**config.mk**
```make
export PLATFORM = sky130hd
export DESIGN_NAME = serial_frame_tx
export DESIGN_NICKNAME = d
export VERILOG_FILES = /design/src/rtl/serial_frame_tx.sv
export SDC_FILE = /design/constraint.sdc
export NUM_CORES = 1
export LEC_CHECK = 0
export BUFFER_PORTS_ARGS = -buffer_cell sky130_fd_sc_hd__buf_4
export CORE_MARGIN = 3
export CORE_UTILIZATION = 59
export DETAILED_ROUTE_END_ITERATION = 8
export GPL_TIMING_DRIVEN = 0
export PLACE_DENSITY_LB_ADDON = 0.12
export SLEW_MARGIN = 5
export SYNTH_ARGS = -nofsm -noshare
export SYNTH_HDL_FRONTEND = slang
export SYNTH_SLANG_ARGS = --single-unit
```
**constraint.sdc**
```tcl
create_clock -name clk -period 3.8 [get_ports clk]
set_input_delay 0.76 -clock clk [delete_from_list [all_inputs] [get_ports clk]]
set_output_delay 0.76 -clock clk [all_outputs]
set_load 0.005 [all_outputs]
```
**src/rtl/serial_frame_tx.sv**
```systemverilog
`default_nettype none
// ============================================================================
// Module      : serial_frame_tx
// Description : Framed parallel-in/serial-out transmitter (start, N data bits
//               MSB- or LSB-first, optional even parity, stop) with valid/ready.
// Revision    : 1.0 - initial release
// ============================================================================
module serial_frame_tx #(
    parameter int N            = 8,
    parameter int CLKS_PER_BIT = 1,
    parameter int PARITY_EN    = 0
) (
    input  logic         clk,
    input  logic         reset,
    input  logic [N-1:0] data_in,
    input  logic         data_valid,
    output logic         data_ready,
    input  logic         msb_first,
    output logic         serial_out,
    output logic         busy,
    output logic         done
);

    localparam int c_BAUD_W = (CLKS_PER_BIT > 1) ? $clog2(CLKS_PER_BIT) : 1;
    localparam int c_CNT_W  = (N > 1) ? $clog2(N) : 1;
    localparam logic [c_BAUD_W-1:0] c_BAUD_LAST = c_BAUD_W'(CLKS_PER_BIT - 1);
    localparam logic [c_CNT_W-1:0]  c_CNT_LAST  = c_CNT_W'(N - 1);

    localparam logic [2:0] c_IDLE   = 3'd0;
    localparam logic [2:0] c_START  = 3'd1;
    localparam logic [2:0] c_DATA   = 3'd2;
    localparam logic [2:0] c_PARITY = 3'd3;
    localparam logic [2:0] c_STOP   = 3'd4;

    logic [2:0]          r_state;
    logic [N-1:0]        r_shift;
    logic                r_msb;
    logic                r_parity;
    logic [c_BAUD_W-1:0] r_baud;
    logic [c_CNT_W-1:0]  r_bit_cnt;
    logic                r_serial;
    logic                r_done;

    logic [2:0]          w_state_next;
    logic [N-1:0]        w_shift_next;
    logic                w_msb_next;
    logic                w_parity_next;
    logic [c_BAUD_W-1:0] w_baud_next;
    logic [c_CNT_W-1:0]  w_bit_cnt_next;
    logic                w_serial_next;
    logic                w_done_next;
    logic                w_baud_end;

    assign w_baud_end = (r_baud == c_BAUD_LAST);

    always_comb begin
        w_state_next   = r_state;
        w_shift_next   = r_shift;
        w_msb_next     = r_msb;
        w_parity_next  = r_parity;
        w_baud_next    = r_baud;
        w_bit_cnt_next = r_bit_cnt;
        w_done_next    = 1'b0;

        if (r_state != c_IDLE) begin
            w_baud_next = w_baud_end ? '0 : r_baud + c_BAUD_W'(1);
        end

        case (r_state)
            c_IDLE: begin
                if (data_valid) begin
                    w_state_next   = c_START;
                    w_shift_next   = data_in;
                    w_msb_next     = msb_first;
                    w_parity_next  = ^data_in;
                    w_baud_next    = '0;
                    w_bit_cnt_next = '0;
                end
            end
            c_START: begin
                if (w_baud_end) begin
                    w_state_next   = c_DATA;
                    w_bit_cnt_next = '0;
                end
            end
            c_DATA: begin
                if (w_baud_end) begin
                    if (r_bit_cnt == c_CNT_LAST) begin
                        w_state_next = (PARITY_EN != 0) ? c_PARITY : c_STOP;
                    end else begin
                        w_bit_cnt_next = r_bit_cnt + c_CNT_W'(1);
                        w_shift_next   = r_msb ? (r_shift << 1) : (r_shift >> 1);
                    end
                end
            end
            c_PARITY: begin
                if (w_baud_end) begin
                    w_state_next = c_STOP;
                end
            end
            c_STOP: begin
                if (w_baud_end) begin
                    w_state_next = c_IDLE;
                    w_done_next  = 1'b1;
                end
            end
            default: begin
                w_state_next = c_IDLE;
            end
        endcase

        // Line level is derived from the upcoming state so the pin itself is a flop.
        case (w_state_next)
            c_START:  w_serial_next = 1'b0;
            c_DATA:   w_serial_next = w_msb_next ? w_shift_next[N-1] : w_shift_next[0];
            c_PARITY: w_serial_next = w_parity_next;
            default:  w_serial_next = 1'b1;
        endcase
    end

    always_ff @(posedge clk) begin
        if (reset) begin
            r_state   <= c_IDLE;
            r_shift   <= '0;
            r_msb     <= 1'b0;
            r_parity  <= 1'b0;
            r_baud    <= '0;
            r_bit_cnt <= '0;
            r_serial  <= 1'b1;
            r_done    <= 1'b0;
        end else begin
            r_state   <= w_state_next;
            r_shift   <= w_shift_next;
            r_msb     <= w_msb_next;
            r_parity  <= w_parity_next;
            r_baud    <= w_baud_next;
            r_bit_cnt <= w_bit_cnt_next;
            r_serial  <= w_serial_next;
            r_done    <= w_done_next;
        end
    end

    assign data_ready = (r_state == c_IDLE);
    assign busy       = (r_state != c_IDLE);
    assign serial_out = r_serial;
    assign done       = r_done;

endmodule
`default_nettype wire

```
=== Word-level counts from Yosys, hierarchy flattened ===
Cells that the tools add are included.
W data, S select, Z words.

* Logic and storage cells: 60
* Input port bits: 12
* Flip-flop bits (word level): 19
* Output and inout bits: 4

* $add $sub $neg: 2
* Mux-type cells: 28
* Equality and inequality tests: 12
* Reductions and logical operators: 8
* Bitwise logic cells: 1

{| class="wikitable"
|+ Operators by type and width
! cell !! count
|-
| $mux W8 || 4
|-
| $mux W3 || 10
|-
| $pmux W8 S2 || 1
|-
| $pmux W3 S5 || 1
|-
| $eq A3 B2 Y1 const B || 4
|-
| $mux W1 || 10
|-
| $pmux W3 S3 || 1
|-
| $ne A2 B2 Y1 const B || 4
|-
| $reduce_xor A8 Y1 || 1
|-
| $eq A3 B1 Y1 const B || 2
|-
| $eq A3 B3 Y1 const B || 2
|-
| $reduce_bool A3 Y1 || 2
|-
| $reduce_and A5 Y1 || 1
|-
| $reduce_and A4 Y1 || 1
|-
| $add A3 B1 Y3 const B || 1
|-
| $logic_not A3 Y1 || 1
|-
| $pmux W1 S3 || 1
|-
| $reduce_bool A2 Y1 || 1
|-
| $reduce_or A2 Y1 || 1
|-
| $add A1 B1 Y1 const B || 1
|-
| $not A1 Y1 || 1
|}

=== Depth between registers and ports, before layout ===
* Depth in word-level cells: 6
* Gate-level depth with buffers: 7
* Depth with buffers taken out: 7

=== Worst setup path before layout ===
Ideal clock, no wire load.

* Path kind: register to output
* Start point: reg r_state[0]
* End point: out data_ready
* Stages on the path, launching flop included: 4
* Arrival: 973 ps
* Data required time: 3040 ps
* Path slack: 2067 ps
* Cells stage by stage: dfxtp_1 buf_2 or3_1 inv_1

* Longest elaborated chain between the ends: 1

{| class="wikitable"
|+ RTL lines
! item !! RTL line !! text
|-
| start: declaration || 35 || <nowiki>logic [2:0] r_state;</nowiki>
|-
| start signal: assignment || 123 || <nowiki>r_state <= c_IDLE;</nowiki>
|-
| start signal: assignment || 132 || <nowiki>r_state <= w_state_next;</nowiki>
|-
| $logic_not A3 Y1 || 143 || <nowiki>assign data_ready = (r_state == c_IDLE);</nowiki>
|-
| end: declaration || 17 || <nowiki>output logic data_ready,</nowiki>
|}

No other way between the ends.

=== Worst setup path after layout ===
Same ends and word-level chain as after synthesis.

==> results_dict.tcl <==
set metrics [dict create \
    grt_pass1_vias 862 \
    antenna_found_initial 0 \
    powerDensity_nw_per_um2 350 \
    cts_resized 0 \
    placement.io_buffers 15 \
    layout_commonest_cell "nor2_1" \
    ios 16 \
    mostFrequentLayoutCells "23 x nor2_1, 19 x dfxtp_1, 15 x buf_4" \
    synthCells 119 \
    nets 153 \
    drt-total-wl_um 2250 \
    reg2reg_to "r_bit_cnt[0]" \
    grt_max_degree 11 \
    ant_nets 0 \
    p_leak_nw 0.478 \
    vdd_drop_max_mv 0.245 \
    synth_cell_types 35 \
    grt_pass1_wl_um 3830 \
    cpMaxStageDelayCell "dfxtp_1" \
    dpl_cell_area_um2 1200 \
    setup_viol 0 \
    cp_max_fo 10 \
    finish.utilization_pct 77.1 \
    seq_area_frac_synth_pct 35.9 \
    vias 900 \
    critPathLaunch "r_state[0]" \
    overflow 0 \
    syn2layout_area_growth_pct 15.9 \
    die_w_um 48.4 \
    fin_skew_ns 0.00362 \
    end_kind "output port" \
    status "complete, no violations" \
    holdPathEnd "r_bit_cnt[1]" \
    hold_viol_final 0 \
    arrival_ns 1.45 \
    drcViolationCount 0 \
    hp-class "reg -> reg" \
    worst_pin_slew_ns 0.459 \
    start_util_pct 66.5 \
    rr_startpoint "r_bit_cnt[0]" \
    via_per_inst 5.56 \
    clk_path_buf_depth 2 \
    synth-warning-count 0 \
    slew_headroom_pct 69.4 \
    post_drt_wl_per_cell_um 13.9 \
    cts_root_buf "clkbuf_4" \
    synth-edff-count 0 \
    postSynth.asyncResetShare_pct 0 \
    die_h_um 48.4 \
    core_area_um2 1590 \
    min_from "r_bit_cnt[1]" \
    insertion_delay_ns 0.30 \
    clkTransAtPathRegs_ns 0.10 \
    first_pass_iters 4 \
    tns_ns 0 \
    antennaDiodeCount 0 \
    slew_violations 0 \
    critPathLaunchType "flop" \
    cts_tree "yes" \
    reg2reg_setup_slack_ns 1.87 \
    critPathMaxStageDelay_ns 0.39 \
    whs_path_depth 2 \
    rows 14 \
    gp_congestion 0.828 \
    crit_chain "buf_2 -> or3_1 -> inv_1 -> buf_4" \
    max_cap_violations 0 \
    drive_gt1_share_pct 21.7 \
    die_area_um2 2340 \
    rsz0062_at_grt "false" \
    reg2regPathDepth 7 \
    finalCritPeriodShare_pct 58.1 \
    cts_htree_levels 1 \
    layout_min_cycle_time_ns 2.21 \
    cts_setup_buffers 0 \
    drt_iter0_drc 11 \
    synth_fp_nets 133 \
    holdBufCountCts 0 \
    cp.required_ns 3.04 \
    synth_ff_type "dfxtp_1" \
    cts-buffers-inserted 3 \
    final_cell_area_um2 1230 \
    clock.fmax_mhz 453 \
    dp_hpwl_um 1750 \
    track_usage_pct 20.5 \
    ys_ff_latch 19 \
    syn_area_per_cell_um2 8.91 \
    syn_area_um2 1060 \
    clkSinkCount 19 \
    path_class "reg -> out" \
]
==> Yosys cell counts (2+ instances only) <==
library cell / n / area [um^2]
or3_1: 2 / 12.5
ha_1: 2 / 25.0
nor2b_1: 2 / 12.5
a21oi_1: 2 / 10.0
nor3_1: 3 / 15.0
a221oi_1: 6 / 52.6
xnor2_1: 7 / 61.3
clkbuf_1: 2 / 7.51
nand2b_1: 3 / 18.8
dfxtp_1: 19 / 380
nor2_1: 23 / 86.3
nor4b_1: 2 / 17.5
nand2_1: 9 / 33.8
nor3b_1: 2 / 15.0
a31oi_1: 2 / 12.5
buf_2: 3 / 15.0
mux2i_1: 10 / 100
inv_1: 2 / 7.51
o21ai_0: 2 / 10.0
==> metrics by stage <==
| step | power (mW) | hold slack (ns) | setup WS [ns] | cells |
|---|---|---|---|---|
| after detailed placement | 0.332 | 0.479 | 1.81 | 158 |
| after global placement | 0.327 | 0.464 | 1.83 | 158 |
| after CTS | 0.432 | 0.494 | 1.59 | 162 |
| final | 0.430 | 0.492 | 1.59 | 162 |
| after global routing | 0.453 | 0.534 | 1.51 | 162 |
| after floorplan | 0.297 | 0.453 | 2.07 | 119 |
==> how the worst max path moves through the flow <==
stage          cells after the start    endpoint  slack (ns)
2_1_floorplan                      3  data_ready        2.07
3_3_place_gp                       5  serial_out        1.83
3_5_place_dp                       5  serial_out        1.81
4_1_cts                            4  data_ready        1.59
5_1_grt                            4  data_ready        1.51
6_report                           4  data_ready        1.59
==> power by group <==
| part | switching (mW) | internal, mW | leakage (nW) |
|---|---|---|---|
| Clock | 0.0609 | 0.0410 | 0.0150 |
| Sequential | 0.0104 | 0.212 | 0.155 |
| Combinational | 0.0544 | 0.0518 | 0.308 |
==> kinds of logic (layout without fill, tap and decap cells) <==
| kind of cell | Yosys count | count (layout) | share of synthesized area [%] |
|---|---|---|---|
| compound gates | 20 | 20 | 15.7 |
| mux | 11 | 11 | 10.5 |
| fa+ha+maj | 2 | 2 | 2.36 |
| buf+inv | 9 | 28 | 4.37 |
| flops | 19 | 19 | 35.9 |
| xor+xnor | 7 | 7 | 5.79 |
| simple gates | 51 | 51 | 25.4 |
==> sequential cells by signal, summed over array words and instances (netlist names) <==
signal,count
r_shift,8
r_bit_cnt,3
r_state,3
done,1
r_baud,1
r_msb,1
r_parity,1
serial_out,1
==> routing by layer <==
| layer | routed length [um] | track usage, % |
|---|---|---|
| met5 | 0 | 0 |
| met4 | 10 | 4.74 |
| met3 | 132 | 5.21 |
| met2 | 1140 | 36.0 |
| met1 | 971 | 25.2 |
==> critical path: cells and delay by family, from the launching register on <==
family	cells	cell delay (ns)
flip-flops	1	0.39
AND/OR/NAND/NOR	1	0.39
buffers and inverters	3	0.37
==> final cells by class <==
type                            instances  area, um^2
Inverter                                2        7.51
Fill cell                             111         365
Clock buffer                            4        26.3
Sequential cell                        19         380
Timing Repair Buffer                   15         113
Multi-Input combinational cell         91         633
Tap cell                               24        30.0
Buffer                                  7        38.8
No activity file was read; power rests on OpenSTA's default activity.
